[src/rtl/uart_rx_pkg.sv]
// Shared UART receive definitions: frame width, default bit period and the
// receiver state encodings. The encodings are fixed 3-bit values so that
// they line up with the uart_tx side and with debug views of the state.
package uart_rx_pkg;

   localparam int UART_DATA_BITS       = 8;
   localparam int DEFAULT_CLKS_PER_BIT = 434;   // 50 MHz / 115200 baud

   localparam logic [2:0] RX_IDLE  = 3'd0;
   localparam logic [2:0] RX_START = 3'd1;
   localparam logic [2:0] RX_DATA  = 3'd2;
   localparam logic [2:0] RX_STOP  = 3'd3;
   localparam logic [2:0] RX_BREAK = 3'd4;

   typedef enum logic [2:0] {
      S_IDLE  = RX_IDLE,
      S_START = RX_START,
      S_DATA  = RX_DATA,
      S_STOP  = RX_STOP,
      S_BREAK = RX_BREAK
   } rx_state_e;

endpackage

[src/rtl/sync_2ff.sv]
// Two-flop synchroniser for asynchronous inputs.
// Ports:
//   clk   - destination clock
//   rst_n - asynchronous active-low reset, loads RESET_VAL into both flops
//   d     - asynchronous input
//   q     - synchronised output
module sync_2ff #(
   parameter int   WIDTH     = 1,
   parameter logic RESET_VAL = 1'b1
) (
   input  logic             clk,
   input  logic             rst_n,
   input  logic [WIDTH-1:0] d,
   output logic [WIDTH-1:0] q
);

   logic [WIDTH-1:0] meta;

   always_ff @(posedge clk or negedge rst_n) begin
      if (!rst_n) begin
         meta <= {WIDTH{RESET_VAL}};
         q    <= {WIDTH{RESET_VAL}};
      end else begin
         meta <= d;
         q    <= meta;
      end
   end

endmodule

[src/rtl/uart_rx.sv]
// 8N1 UART receiver with valid/ack handshake towards the RX register path.
// Ports:
//   clk         - system clock, rising edge
//   reset       - asynchronous active-low reset
//   i_rx        - serial line, idle high, asynchronous to clk
//   i_ack       - consumer has taken o_data; clears o_valid and o_overrun
//   o_data      - last accepted byte, held until the next accepted frame
//   o_valid     - high while an unconsumed byte sits in o_data
//   o_frame_err - one-cycle pulse when the stop bit is sampled low
//   o_overrun   - sticky, a good frame arrived while o_valid was high
//   o_busy      - high whenever the receiver is not idle
//
// state   | meaning
// --------+-----------------------------------------------------------
// S_IDLE  | line idle, waiting for a falling edge on rx_s
// S_START | timing half a bit to the middle of the start bit
// S_DATA  | sampling 8 data bits LSB first, one per bit period
// S_STOP  | waiting one bit period to sample the stop bit
// S_BREAK | stop bit was low; wait for the line to go high again
module uart_rx
   import uart_rx_pkg::*;
#(
   parameter int CLKS_PER_BIT = DEFAULT_CLKS_PER_BIT
) (
   input  logic                      clk,
   input  logic                      reset,
   input  logic                      i_rx,
   input  logic                      i_ack,
   output logic [UART_DATA_BITS-1:0] o_data,
   output logic                      o_valid,
   output logic                      o_frame_err,
   output logic                      o_overrun,
   output logic                      o_busy
);

   localparam int CNT_W = $clog2(CLKS_PER_BIT);
   localparam int IDX_W = $clog2(UART_DATA_BITS);

   localparam logic [CNT_W-1:0] TC_FULL  = CNT_W'(CLKS_PER_BIT - 1);
   localparam logic [CNT_W-1:0] TC_HALF  = CNT_W'(CLKS_PER_BIT / 2 - 1);
   localparam logic [IDX_W-1:0] LAST_IDX = IDX_W'(UART_DATA_BITS - 1);

   logic                      rx_s;
   rx_state_e                 state, state_nxt;
   logic [CNT_W-1:0]          cnt, cnt_nxt;
   logic [IDX_W-1:0]          idx, idx_nxt;
   logic [UART_DATA_BITS-1:0] shift, shift_nxt;
   logic                      accept;
   logic                      frame_err_set;

   sync_2ff #(
      .WIDTH     (1),
      .RESET_VAL (1'b1)
   ) u_sync_rx (
      .clk   (clk),
      .rst_n (reset),
      .d     (i_rx),
      .q     (rx_s)
   );

   always_ff @(posedge clk or negedge reset) begin
      if (!reset) begin
         state <= S_IDLE;
         cnt   <= '0;
         idx   <= '0;
         shift <= '0;
      end else begin
         state <= state_nxt;
         cnt   <= cnt_nxt;
         idx   <= idx_nxt;
         shift <= shift_nxt;
      end
   end

   always_comb begin
      state_nxt     = state;
      cnt_nxt       = cnt;
      idx_nxt       = idx;
      shift_nxt     = shift;
      accept        = 1'b0;
      frame_err_set = 1'b0;

      case (state)
         S_IDLE: begin
            if (!rx_s) begin
               state_nxt = S_START;
               cnt_nxt   = '0;
            end
         end

         S_START: begin
            if (cnt == TC_HALF) begin
               cnt_nxt = '0;
               if (!rx_s) begin
                  state_nxt = S_DATA;
                  idx_nxt   = '0;
               end else begin
                  // line went back high before mid start bit: glitch
                  state_nxt = S_IDLE;
               end
            end else begin
               cnt_nxt = cnt + CNT_W'(1);
            end
         end

         S_DATA: begin
            if (cnt == TC_FULL) begin
               cnt_nxt   = '0;
               shift_nxt = {rx_s, shift[UART_DATA_BITS-1:1]};
               idx_nxt   = idx + IDX_W'(1);
               if (idx == LAST_IDX) begin
                  state_nxt = S_STOP;
               end
            end else begin
               cnt_nxt = cnt + CNT_W'(1);
            end
         end

         S_STOP: begin
            if (cnt == TC_FULL) begin
               cnt_nxt = '0;
               // returning to idle mid stop bit lets a back-to-back
               // start bit be caught on its leading edge
               if (rx_s) begin
                  state_nxt = S_IDLE;
                  accept    = 1'b1;
               end else begin
                  state_nxt     = S_BREAK;
                  frame_err_set = 1'b1;
               end
            end else begin
               cnt_nxt = cnt + CNT_W'(1);
            end
         end

         S_BREAK: begin
            if (rx_s) begin
               state_nxt = S_IDLE;
            end
         end

         default: begin
            state_nxt = S_IDLE;
         end
      endcase
   end

   // Handshake: an ack in the same cycle as an accept frees the holding
   // register, so the new byte is taken instead of being counted as overrun.
   always_ff @(posedge clk or negedge reset) begin
      if (!reset) begin
         o_data      <= '0;
         o_valid     <= 1'b0;
         o_frame_err <= 1'b0;
         o_overrun   <= 1'b0;
      end else begin
         o_frame_err <= frame_err_set;
         if (accept) begin
            if (!o_valid || i_ack) begin
               o_data  <= shift;
               o_valid <= 1'b1;
            end else begin
               o_overrun <= 1'b1;
            end
         end else if (i_ack) begin
            o_valid   <= 1'b0;
            o_overrun <= 1'b0;
         end
      end
   end

   assign o_busy = (state != S_IDLE);

endmodule

[config.mk]
export PLATFORM = sky130hd
export DESIGN_NAME = uart_rx
export DESIGN_NICKNAME = d
export VERILOG_FILES = /design/src/rtl/uart_rx_pkg.sv /design/src/rtl/sync_2ff.sv /design/src/rtl/uart_rx.sv
export SDC_FILE = /design/constraint.sdc
export NUM_CORES = 1
export LEC_CHECK = 0
export ABC_AREA = 1
export BUFFER_PORTS_ARGS = -buffer_cell sky130_fd_sc_hd__buf_4
export CAP_MARGIN = 20
export CORE_UTILIZATION = 45
export CTS_CLUSTER_SIZE = 10
export DETAILED_ROUTE_END_ITERATION = 16
export GPL_TIMING_DRIVEN = 0
export HOLD_SLACK_MARGIN = 0.03
export SLEW_MARGIN = 20
export SYNTH_ARGS = -nofsm -noshare
export SYNTH_HDL_FRONTEND = slang
export SYNTH_SLANG_ARGS = --single-unit
[constraint.sdc]
create_clock -name clk -period 1.9 [get_ports clk]
set_input_delay 0.38 -clock clk [delete_from_list [all_inputs] [get_ports clk]]
set_output_delay 0.38 -clock clk [all_outputs]
set_load 0.02 [all_outputs]
**Word-level counts from Yosys, hierarchy flattened**

Index checks and enable logic that the tools add are counted.

- Logic and storage cells: 71
- Input bits: 4
- Bits in registers: 36
- Output and inout bits: 12

- Mux-type cells: 28
- Add/subtract/negate cells: 2
- Reduce and logical (&&, ||, !) cells: 15
- Equal/unequal tests: 16

Operators with widths:

| operator | number |
|---|---|
| 2-to-1 mux 3 bit | 10 |
| 2-to-1 mux 9 bit | 3 |
| one-hot mux 9 bit (3 select lines) | 1 |
| one-hot mux 3 bit (5 select lines) | 1 |
| != test 2 bit, second input constant | 7 |
| 2-to-1 mux 1 bit | 11 |
| AND reduction 2 bit | 5 |
| adder 9 x 1 -> 9 bit, second input constant | 1 |
| == test 9 x 8 -> 1 bit, second input constant | 1 |
| == test 9 bit, second input constant | 1 |
| == test 3 x 2 -> 1 bit, second input constant | 2 |
| == test 3 bit, second input constant | 2 |
| one-hot mux 3 bit (2 select lines) | 1 |
| AND reduction 6 bit | 1 |
| nonzero test 3 bit | 2 |
| != test 2 x 1 -> 1 bit, second input constant | 2 |
| AND reduction 4 bit | 1 |
| nonzero test 2 bit | 2 |
| adder 3 x 1 -> 3 bit, second input constant | 1 |
| == test 3 x 1 -> 1 bit, second input constant | 1 |
| logical NOT 3 bit | 1 |
| 2-to-1 mux 2 bit | 1 |
| OR reduction 2 bit | 1 |
| logical NOT 1 bit | 1 |
| logical OR 1 bit | 1 |

**Longest topological paths before layout**

Gate-level depths: netlist of run 1.

- Depth after elaboration: 5
- Gate-level depth with buffers: 10
- Depth with buffers taken out: 9

**Hierarchy**

Synthesis of run 1 repeated with hierarchy kept, for this count alone.

- Cells, all modules: 213
- Area total of the unflattened synthesis: 1,770.4 µm²

Modules (own cells, without submodules):

| module | area each (µm²) | instances | seq. area each (µm²) | cells each |
|---|---|---|---|---|
| uart_rx | 1,717.9 | 1 | 850.8 | 211 |
| sync_2ff | 52.6 | 1 | 52.6 | 2 |

**Least setup slack after synthesis of run 1**

No wires, ideal clock.

- Path kind: flip-flop to flip-flop
- Start: register cnt[1]
- End: register o_data[5]
- Clock period less this slack: 1.439 ns
- Arrival time: 1.321 ns
- Setup slack: 0.461 ns
- Required time: 1.782 ns
- Stages on the path, launching flop included: 11
- Buffers on the path: 1
- Setup time: 0.118 ns
- Cell sequence: dfrtp_1 inv_1 ha_1 nand2_1 nor2_1 nand2_2 inv_2 nand3_4 buf_6 nand2_1 o21ai_2

- Word-level cells in the longest chain between the ends: 4

Ends and longest elaborated chain:

| element | line | RTL |
|---|---|---|
| start, declared | uart_rx.sv:45 | `logic [CNT_W-1:0] cnt, cnt_nxt;` |
| start signal, assigned | uart_rx.sv:69 | `cnt <= cnt_nxt;` |
| == test 9 bit | uart_rx.sv:120 | `if (cnt == TC_FULL) begin` |
| 2-to-1 mux 1 bit | uart_rx.sv:120 |  |
| 2-to-1 mux 1 bit | uart_rx.sv:83 | `case (state)` |
| AND reduction 2 bit (no source line) | -- |  |
| end signal, assigned | uart_rx.sv:160 | `o_data <= shift;` |
| end, declared | uart_rx.sv:29 | `output logic [UART_DATA_BITS-1:0] o_data,` |

Every way passes these cells.
A chain may end at the register's enable or synchronous reset.

**Final worst setup path of run 1**

- Start: register cnt[1]
- End: register cnt[5]

- Word-level cells in the longest chain between the ends: 3
- Elaborated cells between the ends (all ways): 6
- Classes of those cells: add/sub (1); eq/ne (2); mux (3)

Ends and longest elaborated chain:

| element | line |
|---|---|
| adder 9 x 1 -> 9 bit, or another cell as far along | uart_rx.sv:102, uart_rx.sv:115, uart_rx.sv:132 |
| 2-to-1 mux 9 bit (on tied branches) | uart_rx.sv:107, uart_rx.sv:120, uart_rx.sv:92 |
| one-hot mux 9 bit (3 select lines) * | uart_rx.sv:83 |

Mark *: on every way between the ends. The rest lies on a longest branch, timed or not.

==> results by group, run 1 <==
Detailed routing
  – Number of DRC markers in iteration 0: between 70 and 80
  – DR vias: 1459
  – Remaining DRCs: 0
  – Vias per cell: approximately 5
  – Post-route antenna net violation count: 0
  – Pre-Repair DR Iteration Count: 4
  – Drt total wl: between 3000 and 4000 µm
  – Wirelength per Cell: roughly 12 µm

Floorplan
  – Die height: 65.7 µm
  – Initial Util: between 40% and 50%
  – DIE AREA: 0.00432 mm²
  – Core ar.: 0.00377 mm²
  – Row count: 22
  – Top Ports: 16
  – Die width: roughly 66 µm

GRT
  – Largest net degree at the start of global routing: 37
  – GRT Overall Usage: a little under a fifth
  – First-pass GRT wire length: slightly above 6000 µm
  – Gr ovfl total: 0
  – Initial antenna violation count: 0
  – Via count of the first global-routing pass: roughly 1400

Worst setup path
  – Worst Setup Path Type: reg -> reg
  – Crit-path max FO: 8
  – Worst R2R Setup Slack: roughly 0.27 ns
  – Critical path data required time: about 2.1 ns
  – CP arrival: roughly 1.8 ns
  – Crit start category: flop
  – Element type at the critical path end: flop

Pwr
  – Worst vdd ir: ~0.00042 V
  – Lkg Pwr: ~1.1 nW
  – Power per cell area: about 620 mW/mm²

STA
  – Fin. Hold Viols: 0
  – Slew margin rel.: between 70% and 80%
  – Final Cycle Share: between 80% and 90%
  – Final clock skew: ~0.0046 ns
  – RSZ-0062 raised after global routing: no
  – Final min period: between 1.5 and 2 ns
  – Hold WS: approximately 0.038 ns
  – Final setup viols: 0
  – Slew Limit Fails: 0
  – Fmax: 613 MHz
  – Worst slew pin tran: ~0.44 ns
  – Setup TNS: 0 ns

Yosys
  – Number of synthesis warnings: 0
  – Post-Synth Adder-Cell Area: ~3.4%
  – Net Count, Synth: 230
  – Post-Synth Simple-Gate Area: 29.6%
  – Post-synthesis cell area: 0.00183 mm²
  – Synth Area in Compound Gates: 8.90%
  – Syn avg cell area: 8.27 µm²
  – Post-synthesis cell type count: 24
  – Post-Synth XOR/XNOR Area: less than 1%
  – Largest family of logic cells by synthesized area: simple AND/OR/NAND/NOR gates
  – Syn Inst Count: between 200 and 250
  – Mux cell area share after synthesis: 0%
  – Seq/Total Area, Yosys: roughly 50%
  – Post-synthesis sequential element count: 36

Cells and area
  – Most frequent cells in the layout: nand2_1, dfrtp_1, inv_1, nand3_1, buf_4
  – Layout Cells excl Fill: roughly 290
  – Commonest non-fill, non-tap cell in the layout: nand2_1
  – Layout Area Growth over Synthesis: 13.7%
  – Layout cells sized above 1: a little over a fifth
  – Antenna Cells: 0
  – # nets final: ~250
  – Final Core Density: a little under three fifths
  – Post-route cell area: ~0.0021 mm²

Clocking
  – TritonCTS clock tree: yes
  – Total clock sinks: 36
  – Clock transition at path regs: about 0.070 ns
  – Post-CTS Resized: 0
  – Root buf cell: clkbuf_8
  – Clock tree buffer depth: 2
  – Post-CTS setup buffers: 0
  – Clk_lat worst skew: 0.28 ns
  – Hold_buf cts: 0
  – Total CTS buffers: 5
  – H-tree depth: 2

Place
  – Placed Cells: ~280
  – Final HPWL DP: between 2000 and 3000 µm
  – Dpl cell area: 0.00200 mm²
  – Gp weighted congestion: between 0.8 and 0.9
  – # port buffers: 15

Status
  – Status: finished clean

Worst hold path
  – Worst hold path class: in -> async

Flow run
  – Max-cap viol count: 0
[sequential cells by signal (all words and copies together), names as in the netlist]
register and count:
cnt 9, o_data 8, shift 8, idx 3, state 3, o_frame_err 1
o_overrun 1, o_valid 1, u_sync_rx.meta 1, u_sync_rx.q 1
[layout make-up]
class,instances,area (µm²)
multi-input combinational,149,774
fill,347,1690
tap,48,60.1
buffer,2,22.5
timing repair buffer,15,113
sequential,36,903
clock buffer,6,72.6
inverter,34,128
clock inverter,1,5.00
[metal layers]
metal,wire length (µm),vias up,global-route usage [%]
met5,0,-,0
met4,19,0,4.89
met3,107,2,4.69
met2,1780,24,33.2
met1,1580,696,22.8
li1,-,737,-
[power breakdown]
group	switching (mW)	internal (mW)	total [mW]	leakage (nW)
Clock	0.247	0.249	0.496	0.0410
Sequential	0.00255	0.770	0.773	0.481
Combinational	0.0176	0.00508	0.0227	0.556
[cells by family after synthesis]
family / after synthesis
simple gates: 117
buf+inv: 36
flops: 36
compound gates: 26
fa+ha+maj: 5
xor+xnor: 1
[final timing paths]
check                      cells past startpoint        endpoint           start
min reg2reg                                    0     u_sync_rx.q  u_sync_rx.meta
max                                            9          cnt[5]          cnt[1]
max in group asynchronous                      1     u_sync_rx.q           reset
max reg2reg                                    9          cnt[5]          cnt[1]
min in group clk                               1  u_sync_rx.meta            i_rx
min                                            1          cnt[3]           reset
[synthesized netlist by cell type (all sizes together)]
cell type  instances  area (µm²)
o21ai             23         145
nor2              17        97.6
a21oi              2        10.0
inv               34         128
nand4              3        18.8
o211ai             1        7.51
nand3             19         113
xor2               1        8.76
dfrtp             34         851
nand3b             1        7.51
ha                 5        62.6
buf                2        22.5
nand2             75         294
dfstp              2        52.6
nor3               2        10.0
[through the flow]
step	setup slack (ns)	power [mW]
CTS	0.253	1.32
global placement	0.286	0.811
floorplan	0.461	0.790
finish	0.270	1.29
detailed placement	0.260	0.812
global route	0.0999	1.35
[critical path: stages (launching register included)]
cell and delay (ns):
dfrtp_1 0.40, inv_1 0.10, ha_1 0.14, nand2_1 0.05, nor2_1 0.13, nand2_2 0.16
nand2_1 0.18, nand2_2 0.11, nor2_2 0.18, nor2_1 0.07
(Power assumes the default switching activity.)
==> run 2, diff against run 1 <==
--- a/config.mk
+++ b/config.mk
@@ -5,7 +5,7 @@
 export SDC_FILE = /design/constraint.sdc
 export NUM_CORES = 1
 export LEC_CHECK = 0
-export ABC_AREA = 1
+export ABC_AREA = 0
 export BUFFER_PORTS_ARGS = -buffer_cell sky130_fd_sc_hd__buf_4
 export CAP_MARGIN = 20
 export CORE_UTILIZATION = 45
==> run 2 against run 1 <==
Sequential power hardly changed. Cell count is 21% lower. Routed wire length is 5.2% lower. Flip-flop and latch count stayed put. Combinational power is 3% lower. Area after synthesis stayed put. Fmax is 9.5% lower. Critical endpoint is now o_data[2]. Largest power group unchanged.
==> results by group, run 2 <==
STA
  – Slew Limit Fails: 0
  – Fmax: between 500 and 600 MHz
  – Fin. Hold Viols: 0
  – Final clock skew: roughly 0.0031 ns
  – Final min period: roughly 1.8 ns
  – Hold WS: roughly 0.048 ns
  – Final setup viols: 0
  – Slew margin rel.: around two thirds
  – Final Cycle Share: a little over nine tenths
  – RSZ-0062 raised after global routing: yes
  – Worst slew pin tran: around 0.5 ns

Yosys
  – Yosys top cell area share: between 40% and 50%
  – Post-synthesis cell type count: 43
  – Commonest cells post-synth: dfrtp_1, nand2_1, mux2_2
  – Post-synth EDFFs: 0
  – Main synth FF type: dfrtp_1
  – Area leader, netlist: dfrtp_1
  – Number of synthesis warnings: 0
  – Async SR Flop Fraction: 100%
  – Net Count, Synth: 162
  – Seq/Total Area, Yosys: between 40% and 50%
  – Syn avg cell area: about 12 µm²
  – Most used standard cell by instance count after synthesis: dfrtp_1
  – Post-synthesis sequential element count: 36
  – Post-synthesis cell area: approximately 0.0018 mm²
  – Syn Inst Count: 153
  – Leading post-synthesis cells by cell area: dfrtp_1, mux2_4, mux2_2

Floorplan
  – Top Ports: 16
  – Row count: 22
  – Die width: about 66 µm
  – Core ar.: between 0.003 and 0.004 mm²
  – DIE AREA: ~0.0043 mm²
  – Die height: 65.7 µm
  – Initial Util: between 40% and 50%

Worst hold path
  – Worst hold path class: in -> async

Cells and area
  – Most frequent cells in the layout: dfrtp_1, buf_4, nand2_1, mux2_2
  – # nets final: around 190
  – Layout Cells excl Fill: 229
  – Final Core Density: between 50% and 60%
  – Area of the multi-input gates: slightly below 900 µm²
  – Layout cells sized above 1: around two fifths
  – Number of flip-flops in the largest register: 9
  – Commonest non-fill, non-tap cell in the layout: dfrtp_1
  – Register area: slightly above 900 µm²
  – Fillers: around 300
  – Biggest regs: cnt: 9 flops, o_data: 8 flops, shift: 8 flops
  – Layout Area Growth over Synthesis: 18.4%
  – Biggest register: cnt
  – Antenna Cells: 0

Pwr
  – Worst vdd ir: approximately 0.00045 V
  – Lkg Pwr: about 1.0 nW
  – Power per cell area: about 630 mW/mm²

Detailed routing
  – Wirelength per Cell: between 10 and 15 µm
  – Number of DRC markers in iteration 0: 51
  – Post-route antenna net violation count: 0
  – DR vias: ~1200
  – Drt total wl: 3310 µm
  – Pre-Repair DR Iteration Count: 4
  – Remaining DRCs: 0
  – Vias per cell: 5.30

Worst setup path
  – Slowest CP cell: dfrtp_2
  – CP arrival: slightly below 2 ns
  – Cell family with most CP delay: simple AND/OR/NAND/NOR gates
  – Crit-path max FO: 8
  – Crit path launch: cnt[3]
  – Cell breakdown of the critical path: nand4bb_4 > nor4_4 > nand2b_1 > buf_6 > mux2_4
  – Worst R2R Setup Slack: about 0.099 ns
  – WP buf/inv: 1
  – Reg-to-Reg Start: cnt[3]
  – Element type at the critical path end: flop
  – CP Depth: 5
  – Reg2Reg Depth: 5
  – CP peak stage delay: between 0.4 and 0.5 ns
  – Critical path data required time: between 2 and 2.5 ns
  – Crit start category: flop
  – FF-to-FF End: o_data[2]
  – Worst Setup Path Type: reg -> reg
  – Worst setup endpoint: o_data[2]

Clocking
  – Hold_buf cts: 0
  – Root buf cell: clkbuf_8
  – Clock transition at path regs: 0.07 ns
  – TritonCTS clock tree: yes
  – Clk_lat worst skew: between 0.2 and 0.3 ns
  – Total clock sinks: 36
  – H-tree depth: 2
  – Total CTS buffers: 5
  – Clock tree buffer depth: 2

Flow run
  – Max-cap viol count: 0

Place
  – # port buffers: 15
  – Placed Cells: between 200 and 250
  – Final HPWL DP: 2330 µm
  – Gp weighted congestion: roughly 0.77

GRT
  – Via count of the first global-routing pass: 1214
  – GRT Overall Usage: ~18%
  – Initial antenna violation count: 0
  – Largest net degree at the start of global routing: 37
  – First-pass GRT wire length: 5720 µm
  – Gr ovfl total: 0

Status
  – Status: finished clean
run 2: changes by cell type after synthesis, moves of 8 or more:
cell | previous run | this run
o21ai_2 | 8 | 0
o21ai_1 | 9 | 0
nand3_1 | 17 | 2
mux2_2 | 0 | 9
mux2_4 | 0 | 8
nand2_1 | 70 | 12
inv_1 | 25 | 5
inv_2 | 9 | 0
run 2: worst min-delay path by stage:
stage          cells after the start  slack, ns           start          end
2_1_floorplan                      0       0.08           reset       cnt[0]
3_3_place_gp                       0       0.35  u_sync_rx.meta  u_sync_rx.q
3_5_place_dp                       0       0.35  u_sync_rx.meta  u_sync_rx.q
4_1_cts                            1       0.06           reset      o_valid
5_1_grt                            1       0.08           reset    o_overrun
6_report                           1       0.05           reset       cnt[2]
run 2: report_power, final:
group	total [mW]	internal, mW	leakage, nW	switching (mW)
logic	0.0220	0.00513	0.524	0.0169
clock network	0.559	0.295	0.0445	0.264
registers	0.772	0.770	0.478	0.00247
run 2: kinds of logic after synthesis:
logic type                 count (synthesis)  share of synthesized area, %
AOI/OAI and AO/OA                         26                          9.86
adders and majority gates                  5                          3.42
buffers and inverters                     12                          3.29
DFF                                       36                          49.4
muxes                                     21                          14.3
and+or+nand+nor                           53                          19.7
run 2: what timing repair did:
action | in CTS | in global routing
setup endpoints to repair | 13 | 26
resized for setup | 0 | 10
buffers inserted | 0 | 5
pin swaps | 1 | 3
run 2: stage by stage:
step | setup WS, ns | setup TNS [ns] | total power, mW | area [µm²]
global placement | -0.0270 | -0.186 | 0.810 | 2000
floorplan | 0.155 | 0 | 0.789 | 1830
CTS | -0.0248 | -0.100 | 1.37 | 2090
global route | -0.0227 | -0.187 | 1.41 | 2160
detailed placement | -0.0370 | -0.276 | 0.811 | 2000
finish | 0.0988 | 0 | 1.35 | 2160
run 2: final cells by class:
class	instances	area share [%]
Inverter	5	0.867
Sequential cell	36	41.8
Tap cell	48	2.77
Clock inverter	1	0.347
Multi-Input combinational cell	105	41.1
Clock buffer	7	3.99
Timing Repair Buffer	20	6.94
Buffer	7	2.14
run 2: layer usage:
| metal | vias up | share of wire, % | global-route usage [%] |
|---|---|---|---|
| met2 | 23 | 48 | 28.6 |
| met1 | 584 | 48 | 23.1 |
| met3 | 2 | 3.3 | 5.73 |
| met4 | 0 | 0.21 | 4.62 |
| met5 | - | 0 | 0 |
| li1 | 605 | - | - |
==> run 3, diff against run 2 <==
--- a/config.mk
+++ b/config.mk
@@ -8,11 +8,12 @@
 export ABC_AREA = 0
 export BUFFER_PORTS_ARGS = -buffer_cell sky130_fd_sc_hd__buf_4
 export CAP_MARGIN = 20
-export CORE_UTILIZATION = 45
+export CORE_UTILIZATION = 58
 export CTS_CLUSTER_SIZE = 10
 export DETAILED_ROUTE_END_ITERATION = 16
 export GPL_TIMING_DRIVEN = 0
 export HOLD_SLACK_MARGIN = 0.03
+export PLACE_DENSITY = 0.83
 export SLEW_MARGIN = 20
 export SYNTH_ARGS = -nofsm -noshare
 export SYNTH_HDL_FRONTEND = slang
==> run 3 against run 2 <==
Non-clock buffer count grew 1. Combinational power grew 7%. Core utilization grew 14 points. Sequential power is essentially flat. Register-to-register slack lost 0.08 ns. Critical path depth grew 1. Worst setup slack lost 0.084 ns. Cell count shrank 1.3%. Clock-buffer cell count shrank 1. Final area shrank 0.17%. Largest cell class unchanged. Largest power group unchanged.
==> results by group, run 3 (synthesis results as in run 2) <==
STA
  – Hold WS: between 0.1 and 0.15 ns
  – Worst Setup Slack, final: roughly 0.015 ns
  – Setup TNS: 0 ns
  – Final Cycle Share: approximately 99%
  – Final setup viols: 0
  – Final min period: 1.88 ns
  – Final clock skew: 0.00798 ns
  – Slew margin rel.: a little under three quarters
  – Worst slew pin tran: around 0.44 ns
  – Fin. Hold Viols: 0
  – Slew Limit Fails: 0
  – Fmax: approximately 530 MHz

Clocking
  – Clock transition at path regs: around 0.1 ns
  – Total CTS buffers: 5
  – Clk_lat worst skew: 0.35 ns
  – TritonCTS clock tree: yes
  – Clock tree buffer depth: 2
  – Root buf cell: clkbuf_4
  – H-tree depth: 2
  – Total clock sinks: 36

Cells and area
  – Post-route cell area: about 0.0022 mm²
  – Layout Area Growth over Synthesis: 18.2%
  – Layout cells sized above 1: a little under two fifths
  – Biggest register: cnt
  – Most frequent cells in the layout: dfrtp_1, buf_4, nand2_1, mux2_2
  – Antenna Cells: 0
  – Number of flip-flops in the largest register: 9
  – Commonest non-fill, non-tap cell in the layout: dfrtp_1
  – Biggest regs: cnt: 9 flops, o_data: 8 flops, shift: 8 flops
  – # nets final: 190
  – Fillers: 205

GRT
  – Gr ovfl total: 0
  – Largest net degree at the start of global routing: 37
  – First-pass GRT wire length: 5400 µm
  – GRT Overall Usage: a little over a fifth
  – Via count of the first global-routing pass: about 1200
  – Initial antenna violation count: 0

Detailed routing
  – Drt total wl: ~3600 µm
  – Post-route antenna net violation count: 0
  – Pre-Repair DR Iteration Count: 5
  – DR vias: between 1000 and 1500
  – Remaining DRCs: 0
  – Number of DRC markers in iteration 0: 83
  – Wirelength per Cell: about 16 µm
  – Vias per cell: roughly 5.8

Place
  – Gp weighted congestion: around 0.9
  – # port buffers: 15
  – Dpl cell area: 0.00200 mm²
  – Pre-CTS WS: -0.0256 ns
  – Final HPWL DP: 2310 µm

Pwr
  – Lkg Pwr: roughly 1.1 nW
  – Worst vdd ir: between 0.0003 and 0.0004 V
  – Internal power: around 1.1 mW
  – Net Sw Power: between 0.2 and 0.3 mW
  – Power per cell area: about 610 mW/mm²
  – Gate power share: under 10%
  – Clock power frac: between 30% and 40%
  – Sequential share of power: 58.6%
  – Sw Ratio: between 20% and 30%

Worst setup path
  – CP arrival: between 2 and 2.5 ns
  – Crit-path max FO: 8
  – Crit start category: flop
  – Critical path data required time: roughly 2.1 ns
  – Element type at the critical path end: flop
  – Worst Setup Path Type: reg -> reg

Floorplan
  – Core ar.: just over 0.003 mm²
  – Die height: between 50 and 60 µm
  – Row count: 20
  – Die width: 58.1 µm
  – Initial Util: 60.4%
  – Top Ports: 16
  – DIE AREA: between 0.003 and 0.004 mm²

Worst hold path
  – Worst hold path class: in -> reg

Flow run
  – Max-cap viol count: 0

Status
  – Status: finished clean
## run 3: cell types whose count changed in the layout (fill, tap and decap cells not counted), sizes merged
cell / delta
clkbuf: -2
buf: +1
bufinv: +1
clkinv: +1
clkinvlp: -1
dlygate4sd3: +1
## run 3: area by class of cell
class,instances,area [µm²],area share [%]
flip-flops and latches,36,905,41.9
multi-input cells,105,895,41.4
repair buffers,21,160,7.41
well taps,44,55.1,2.55
plain buffers,7,51.3,2.37
clock buffers,6,41.3,1.91
clock inverters,2,35.0,1.62
inverters,5,18.8,0.869
## run 3: path summary, 6_finish.rpt
kind                                   to      startpoint  slack (ns)  cells after the start
min reg2reg                   u_sync_rx.q  u_sync_rx.meta        0.36                      0
min                        u_sync_rx.meta            i_rx        0.14                      1
max reg2reg                        cnt[2]          cnt[0]        0.02                      6
max                                cnt[2]          cnt[0]        0.02                      6
max in group asynchronous  u_sync_rx.meta           reset        1.05                      2
min in group asynchronous        shift[0]           reset        0.51                      2
## run 3: critical path, stage by stage, from the launching register on
cell,delay [ns]
dfrtp_2,0.47
inv_1,0.09
ha_1,0.15
nor4bb_1,0.39
a21oi_1,0.23
a21oi_4,0.27
o31ai_1,0.15
## run 3: repair_timing
| action | CTS | global route |
|---|---|---|
| pin swaps | 2 | 2 |
| cloned | 0 | 0 |
| setup buffers | 0 | 6 |
| setup endpoints to repair | 16 | 9 |
| hold buffers | 1 | 0 |
| endpoints found under the hold margin | 34 | 0 |
| resized for setup | 4 | 10 |
## run 3: layer usage
metal | GRT usage (%) | vias to the layer above | part of all wire [%]
met5 | 0 | - | 0
met4 | 7.14 | 0 | 2.8
met3 | 6.70 | 15 | 5.0
met2 | 36.0 | 56 | 51
met1 | 26.8 | 642 | 41
li1 | - | 609 | -
## run 3: power groups by stage
stage          Combinational [mW]  Sequential [mW]  Clock [mW]
3_3_place_gp               0.0223            0.787           0
5_1_grt                    0.0277            0.772       0.570
6_report                   0.0235            0.772       0.522
4_1_cts                    0.0250            0.772       0.532
3_5_place_dp               0.0230            0.787           0
2_1_floorplan             0.00284            0.786           0
## run 3: stage by stage
step	total power, mW	utilization, %	std cells
after floorplan	0.789	-	153
after global placement	0.809	65.9	212
after detailed placement	0.810	65.9	212
after CTS	1.33	69.3	221
after global routing	1.37	71.4	226
final	1.32	71.4	226
